`src/rtl/ppu_pkg.sv`:
```
// Shared PPU table/attribute layout and address helpers for ppu_writer.
// Table selects, attribute field positions and the 16-bit PPU address format.
package ppu_pkg;

    typedef enum logic [1:0] {
        TBL_ATTR   = 2'd0,
        TBL_SPRITE = 2'd1,
        TBL_COLOR  = 2'd2,
        TBL_CLEAR  = 2'd3
    } tbl_e;

    localparam int ATTR_Y_LSB     = 0;
    localparam int ATTR_Y_MSB     = 9;
    localparam int ATTR_X_LSB     = 10;
    localparam int ATTR_X_MSB     = 19;
    localparam int ATTR_BASE_LSB  = 20;
    localparam int ATTR_BASE_MSB  = 27;
    localparam int ATTR_COLOR_LSB = 28;
    localparam int ATTR_COLOR_MSB = 31;

    localparam int ADDR_W       = 16;
    localparam int ADDR_PAD_W   = 6;
    localparam int ADDR_TBL_LSB = 8;
    localparam int ADDR_IDX_LSB = 0;

    typedef struct packed {
        tbl_e        tbl;
        logic [7:0]  idx;
        logic [31:0] data;
    } cmd_t;

    localparam int CMD_W = $bits(cmd_t);

    // ATTR and COLOR tables only have 16 entries
    function automatic logic [7:0] eff_idx(input tbl_e t, input logic [7:0] idx);
        return (t == TBL_ATTR || t == TBL_COLOR) ? {4'h0, idx[3:0]} : idx;
    endfunction

    function automatic logic [ADDR_W-1:0] mk_addr(input tbl_e t, input logic [7:0] idx);
        return {6'b0, t, idx};
    endfunction

endpackage

```
`src/rtl/sync_fifo.sv`:
```
// Registered synchronous FIFO with full/empty flags and occupancy count.
// DEPTH must be a power of two so the pointers wrap naturally.
module sync_fifo #(
    parameter int WIDTH = 8,
    parameter int DEPTH = 8
) (
    input  logic                     clk_i,
    input  logic                     reset_i,
    input  logic                     push_i,
    input  logic [WIDTH-1:0]         din_i,
    input  logic                     pop_i,
    output logic [WIDTH-1:0]         dout_o,
    output logic                     full_o,
    output logic                     empty_o,
    output logic [$clog2(DEPTH):0]   count_o
);
    localparam int AW = $clog2(DEPTH);
    localparam logic [AW-1:0] PTR_ONE = 1;
    localparam logic [AW:0]   CNT_ONE = 1;
    localparam logic [AW:0]   CNT_FULL = DEPTH[AW:0];

    logic [WIDTH-1:0] mem_q [DEPTH];
    logic [AW-1:0]    wr_q, rd_q;
    logic [AW:0]      cnt_q;
    logic             do_push, do_pop;

    assign full_o  = (cnt_q == CNT_FULL);
    assign empty_o = (cnt_q == '0);
    assign count_o = cnt_q;
    assign dout_o  = mem_q[rd_q];
    assign do_push = push_i && !full_o;
    assign do_pop  = pop_i && !empty_o;

    always_ff @(posedge clk_i) begin
        if (do_push) begin
            mem_q[wr_q] <= din_i;
        end
    end

    always_ff @(posedge clk_i) begin
        if (reset_i) begin
            wr_q  <= '0;
            rd_q  <= '0;
            cnt_q <= '0;
        end else begin
            if (do_push) wr_q <= wr_q + PTR_ONE;
            if (do_pop)  rd_q <= rd_q + PTR_ONE;
            if (do_push && !do_pop) cnt_q <= cnt_q + CNT_ONE;
            else if (do_pop && !do_push) cnt_q <= cnt_q - CNT_ONE;
        end
    end

endmodule

```
`src/rtl/ppu_writer.sv`:
```
// Buffered PPU bus master: replays table-write commands at one write per cycle.
// Define PPU_WRITER_VBLANK_EN to hold ATTR and CLEAR writes until vblank.
module ppu_writer
    import ppu_pkg::*;
#(
    parameter int FIFO_DEPTH   = 8,
    parameter int SPRITE_ATTRS = 16
) (
    input  logic                          clk,
    input  logic                          reset,
    input  logic                          cmd_valid,
    output logic                          cmd_ready,
    input  logic [1:0]                    cmd_table,
    input  logic [7:0]                    cmd_index,
    input  logic [31:0]                   cmd_data,
    input  logic                          vblank,
    output logic                          chipselect,
    output logic                          write,
    output logic [15:0]                   address,
    output logic [31:0]                   writedata,
    output logic                          busy,
    output logic [$clog2(FIFO_DEPTH):0]   fifo_count
);
    localparam int CW = (SPRITE_ATTRS > 1) ? $clog2(SPRITE_ATTRS) : 1;
    localparam logic [CW-1:0] CLR_LAST = CW'(SPRITE_ATTRS - 1);
    localparam logic [CW-1:0] CLR_ONE  = 1;

    localparam logic [1:0] S_IDLE  = 2'd0;
    localparam logic [1:0] S_ISSUE = 2'd1;
    localparam logic [1:0] S_CLEAR = 2'd2;

    logic [1:0]    state_q, state_d;
    logic [CW-1:0] cnt_q, cnt_d;
    logic          cs_q, cs_d;
    logic [15:0]   addr_q, addr_d;
    logic [31:0]   wd_q, wd_d;

    cmd_t cmd_in, head;
    logic full, empty, push, pop;
    logic hold_head, hold_clr;

    assign cmd_in    = '{tbl: tbl_e'(cmd_table), idx: cmd_index, data: cmd_data};
    assign cmd_ready = !full && !reset;
    assign push      = cmd_valid && cmd_ready;

    sync_fifo #(
        .WIDTH (CMD_W),
        .DEPTH (FIFO_DEPTH)
    ) u_fifo (
        .clk_i   (clk),
        .reset_i (reset),
        .push_i  (push),
        .din_i   (cmd_in),
        .pop_i   (pop),
        .dout_o  (head),
        .full_o  (full),
        .empty_o (empty),
        .count_o (fifo_count)
    );

`ifdef PPU_WRITER_VBLANK_EN
    assign hold_clr  = !vblank;
    assign hold_head = !vblank && (head.tbl == TBL_ATTR || head.tbl == TBL_CLEAR);
`else
    logic unused_vblank;
    assign unused_vblank = vblank;
    assign hold_clr  = 1'b0;
    assign hold_head = 1'b0;
`endif

    // A CLEAR head issues n=0 on its pop edge; S_CLEAR covers n=1..last
    always_comb begin
        state_d = state_q;
        cnt_d   = cnt_q;
        cs_d    = 1'b0;
        addr_d  = addr_q;
        wd_d    = wd_q;
        pop     = 1'b0;
        case (state_q)
            S_CLEAR: begin
                if (!hold_clr) begin
                    cs_d   = 1'b1;
                    addr_d = mk_addr(TBL_ATTR, 8'(cnt_q));
                    wd_d   = '0;
                    if (cnt_q == CLR_LAST) state_d = S_ISSUE;
                    else cnt_d = cnt_q + CLR_ONE;
                end
            end
            default: begin
                if (!empty && !hold_head) begin
                    pop  = 1'b1;
                    cs_d = 1'b1;
                    if (head.tbl == TBL_CLEAR) begin
                        addr_d = mk_addr(TBL_ATTR, 8'h00);
                        wd_d   = '0;
                        cnt_d  = CLR_ONE;
                        state_d = (CLR_LAST == '0) ? S_ISSUE : S_CLEAR;
                    end else begin
                        addr_d  = mk_addr(head.tbl, eff_idx(head.tbl, head.idx));
                        wd_d    = head.data;
                        state_d = S_ISSUE;
                    end
                end else begin
                    state_d = S_IDLE;
                end
            end
        endcase
    end

    always_ff @(posedge clk) begin
        if (reset) begin
            state_q <= S_IDLE;
            cnt_q   <= '0;
            cs_q    <= 1'b0;
            addr_q  <= '0;
            wd_q    <= '0;
        end else begin
            state_q <= state_d;
            cnt_q   <= cnt_d;
            cs_q    <= cs_d;
            addr_q  <= addr_d;
            wd_q    <= wd_d;
        end
    end

    assign chipselect = cs_q;
    assign write      = cs_q;
    assign address    = addr_q;
    assign writedata  = wd_q;
    assign busy       = !empty || (state_q != S_IDLE);

endmodule
```
`config.mk`:
```
export PLATFORM = sky130hd
export DESIGN_NAME = ppu_writer
export DESIGN_NICKNAME = d
export VERILOG_FILES = /design/src/rtl/ppu_pkg.sv /design/src/rtl/sync_fifo.sv /design/src/rtl/ppu_writer.sv
export SDC_FILE = /design/constraint.sdc
export NUM_CORES = 1
export LEC_CHECK = 0
export ABC_AREA = 0
export BUFFER_PORTS_ARGS = -buffer_cell sky130_fd_sc_hd__buf_2
export CAP_MARGIN = 20
export CELL_PAD_IN_SITES_DETAIL_PLACEMENT = 1
export CELL_PAD_IN_SITES_GLOBAL_PLACEMENT = 1
export CORE_UTILIZATION = 52
export CTS_BUF_LIST = sky130_fd_sc_hd__clkbuf_8 sky130_fd_sc_hd__clkbuf_16
export DETAILED_ROUTE_END_ITERATION = 10
export HOLD_SLACK_MARGIN = 0.06
export PLACE_DENSITY = 0.77
export SETUP_SLACK_MARGIN = 0.4
export SLEW_MARGIN = 20
export SYNTH_ARGS = -nofsm -noshare
export SYNTH_HDL_FRONTEND = slang
export SYNTH_HIERARCHICAL = 1
export SYNTH_SLANG_ARGS = --single-unit
```
`constraint.sdc`:
```
create_clock -name clk -period 7.1 [get_ports clk]
set_input_delay 0 -clock clk [delete_from_list [all_inputs] [get_ports clk]]
set_output_delay 0 -clock clk [all_outputs]
set_load 0.005 [all_outputs]
```
==> impl_metrics.yaml <==
yosys:
  synth_area_per_cell_um2: 20.0
  netlist-cell-type-count: 42
  yosys_warnings: 6
  syn-instance-count: 758
  main_flop_type_after_synthesis: "sky130_fd_sc_hd__edfxtp_1"
  post_synth_instance_area_um2: 15100
  synth_top_cells_by_area: "sky130_fd_sc_hd__edfxtp_1 67%, sky130_fd_sc_hd__mux4_2 12%, sky130_fd_sc_hd__dfxtp_1 8.2%, sky130_fd_sc_hd__mux2_2 3.2%, sky130_fd_sc_hd__a22oi_1 1.6%"
  synth-seq-area-share: 0.748
  synth_largest_type_area_fraction: 0.666
  number_of_flip_flops_and_latches_in_the_synthesized_netlist: 398
  edff_count_synth: 336
  synth_area_leader_cell: "sky130_fd_sc_hd__edfxtp_1"
  share_of_synthesized_registers_carrying_an_async_set_or_reset: 0
floorplanning:
  die_area_um2: 29800
  ios: 102
  core_area_um2: 28700
  rows: 62
  die_width_um: 173
  die_height_um: 173
  initial_core_util: 0.528
clocking:
  clk_root_buffer_cell: "sky130_fd_sc_hd__clkbuf_16"
  tritoncts_clock_tree: "done"
  post_cts_resize_count: 0
  total_number_of_h_tree_levels: 2
  clk-insertion-delay-late_ns: 0.54
  cts.repair_timing.setup_buffer_count: 0
  cts.sinks: 398
  cts_bufs_inserted: 41
  clkTransAtPathRegs_ns: 0.06
  clock_tree.buffer_depth: 3
drt:
  detail_route.iter0.violations: 520
  postRouteAntennaNets: 0
  number_of_remaining_drc_errors: 0
  finalWirelength_um: 33600
  vias: 7664
  routed_via_density: 5.77
  drt_first_pass_iters: 5
  routedWlPerCell_um: 25.3
critical_path:
  timing.critical_path.required_ns: 7.51
  r2r_slack_ns: 3.74
  worstRegToRegCells: 11
  critical-path-top-cell-by-count: "sky130_fd_sc_hd__ha_1"
  critical_path_arrival_ns: 3.76
  worstReg2RegEnd: "u_fifo/count_o[3]$_SDFFE_PP0P_"
  crit_path_max_fanout: 53
  timing.critical_path.cells: "nor4_2 > buf_4 > nor2_1 > o41ai_2 > ha_1 > inv_1 > ha_1 > a21oi_1 > a211oi_1 > a31oi_1 > mux2_2"
  timing_worst_setup_path_type: "flip-flop to flip-flop"
  critical_path.endpoint: "u_fifo/count_o[3]$_SDFFE_PP0P_"
  critical_path.endpoint_type: "flip-flop"
  cp-start-kind: "flip-flop"
  r2r-start: "u_fifo/count_o[1]$_SDFFE_PP0P_"
  max_stage_delay_ns: 0.62
  worst_setup_path_startpoint: "u_fifo/count_o[1]$_SDFFE_PP0P_"
  critical_path.slowest_cell: "sky130_fd_sc_hd__buf_4"
place:
  dp_hpwl_um: 17600
  total_instance_count_after_detailed_placement: 1206
  pre_cts_slack_ns: 3.75
  gp_routability_congestion: 0.696
  port-buffer-count: 94
global_route:
  groute.usage.overall: 0.232
  via_count_of_the_first_global_routing_pass: 8456
  grt_max_degree: 67
  grt_first_pass_wirelength_um: 51800
  antenna_found_initial: 2
  grt-ovfl-total: 0
sta:
  timing.max_slew.rel_slack: 0.320
  setup_repair_after_global_routing_missed_its_margin: "no"
  final.setup_skew_ns: 0.0207
  fmax_mhz: 298
  finalSetupViolCount: 0
  report.final.slew_viol_count: 0
  worst_pin_slew_ns: 1.02
  final.setup.tns_ns: 0
  post-route-period-util: 0.473
  postLayoutSetupSlackWorst_ns: 3.74
  minimum_clock_period_after_layout_ns: 3.36
  hold_viol_final: 0
final_layout:
  layout_common_cells: "336 x sky130_fd_sc_hd__edfxtp_1, 94 x sky130_fd_sc_hd__buf_2, 84 x sky130_fd_sc_hd__mux4_2, 59 x sky130_fd_sc_hd__dfxtp_1, 54 x sky130_fd_sc_hd__nor2_1"
  drive_above_1_share: 0.337
  finalNetCount: 962
  finish.utilization: 0.618
  area_delta_synth_final_pct: 17.0
  sequential_cell_area_um2: 11300
  fillerInstances: 2488
  final-instance-count-excl-fill: 1328
  layout_commonest_cell: "sky130_fd_sc_hd__edfxtp_1"
  multiInputGateArea_um2: 3550
pwr:
  vdd_drop_max_uv: 184
  power_density_nw_per_um2: 347
  total_power_mw: 6.16
  cellLeakagePower_nw: 5.94
min_path:
  min_path_type: "input pin to flip-flop"
flow_run:
  drv.max_cap_violation_count: 0
outcome:
  run_status: "finished clean"
[worst max-delay path: cells and delay by family, from the launching register on]
kind | cells | cell delay, ns
compound gates | 4 | 0.70
buf+inv | 2 | 0.72
simple gates | 2 | 0.43
flops | 1 | 0.40
mux | 1 | 0.35
fa+ha+maj | 2 | 0.63
[logic make-up (layout without fill, tap and decap cells)]
| logic type | count (synthesis) | after routing | share of synthesized area |
|---|---|---|---|
| adders and majority gates | 7 | 7 | 0.00628 |
| AOI/OAI and AO/OA | 56 | 56 | 0.0272 |
| other | 1 | 8 | 0.000248 |
| xor gates and xnor gates | 6 | 6 | 0.00347 |
| buffers and inverters | 52 | 231 | 0.0222 |
| DFF | 398 | 398 | 0.748 |
| and+or+nand+nor | 108 | 108 | 0.0337 |
| muxes | 130 | 130 | 0.159 |
[Yosys cell counts, types with 2 or more instances]
library cell,count
sky130_fd_sc_hd__clkbuf_1,10
sky130_fd_sc_hd__ha_1,6
sky130_fd_sc_hd__buf_2,11
sky130_fd_sc_hd__a31oi_1,2
sky130_fd_sc_hd__nor4_1,2
sky130_fd_sc_hd__a21oi_1,13
sky130_fd_sc_hd__mux2_2,43
sky130_fd_sc_hd__nor2_1,57
sky130_fd_sc_hd__buf_1,5
sky130_fd_sc_hd__a211oi_1,2
sky130_fd_sc_hd__nand2b_1,3
sky130_fd_sc_hd__a221oi_1,4
sky130_fd_sc_hd__xnor2_1,3
sky130_fd_sc_hd__edfxtp_1,336
sky130_fd_sc_hd__dfxtp_1,62
sky130_fd_sc_hd__nand3b_1,4
sky130_fd_sc_hd__a22oi_1,32
sky130_fd_sc_hd__mux4_2,84
sky130_fd_sc_hd__nor2b_1,2
sky130_fd_sc_hd__buf_6,12
sky130_fd_sc_hd__inv_1,3
sky130_fd_sc_hd__buf_4,10
sky130_fd_sc_hd__nand3_1,7
sky130_fd_sc_hd__nand2_1,12
sky130_fd_sc_hd__nor3_1,12
sky130_fd_sc_hd__xor2_1,3
sky130_fd_sc_hd__mux2i_1,3
[repair_timing]
item,CTS,global route
hold buffers,44,0
endpoints found under the setup margin,0,0
endpoints found under the hold margin,358,0
[stage by stage]
stage	instance area, um2	hold WS [ns]
3_5_place_dp	16000	0.268
5_1_grt	17700	0.285
4_1_cts	17700	0.253
6_report	17700	0.268
2_1_floorplan	15200	0.0316
3_3_place_gp	16000	0.250
[sequential cells by signal, indices dropped and copies added, names as in the netlist, named ones only]
register / cells
chipselect: 1
writedata: 32
u_fifo/rd_q: 3
u_fifo/count_o: 4
address: 10
cnt_q: 4
u_fifo/mem_q: 336
state_q: 2
u_fifo/wr_q: 3
[worst min path at each step]
stage | from | end | slack [ns] | cells after the start
2_1_floorplan | reset | cmd_ready | 0.03 | 1
3_3_place_gp | cmd_data[21] | u_fifo/mem_q[6][21]$_DFFE_PP_ | 0.25 | 1
3_5_place_dp | cmd_data[29] | u_fifo/mem_q[0][29]$_DFFE_PP_ | 0.27 | 1
4_1_cts | cmd_data[20] | u_fifo/mem_q[1][20]$_DFFE_PP_ | 0.25 | 2
5_1_grt | cmd_data[25] | u_fifo/mem_q[6][25]$_DFFE_PP_ | 0.29 | 2
6_report | cmd_data[21] | u_fifo/mem_q[6][21]$_DFFE_PP_ | 0.27 | 2
[per-layer routing]
metal,track usage,wire [um],up-vias
met5,0,0,-
met4,0.0564,484,0
met3,0.0341,1850,40
met2,0.397,17100,261
met1,0.318,14100,4003
li1,-,-,3360
[final cells by class]
class | instances | area share
diodes | 2 | 0.000282
flip-flops and latches | 398 | 0.640
repair buffers | 151 | 0.0569
multi-input cells | 313 | 0.200
well taps | 384 | 0.0271
clock buffers | 44 | 0.0602
clock inverters | 32 | 0.0146
inverters | 4 | 0.000847
[power breakdown]
group | switching, mW | internal (mW)
Sequential | 0.152 | 2.70
Combinational | 0.643 | 0.584
Clock | 0.878 | 1.20
Total | 1.67 | 4.49
Note: power is estimated with default switching activity, not from simulation.
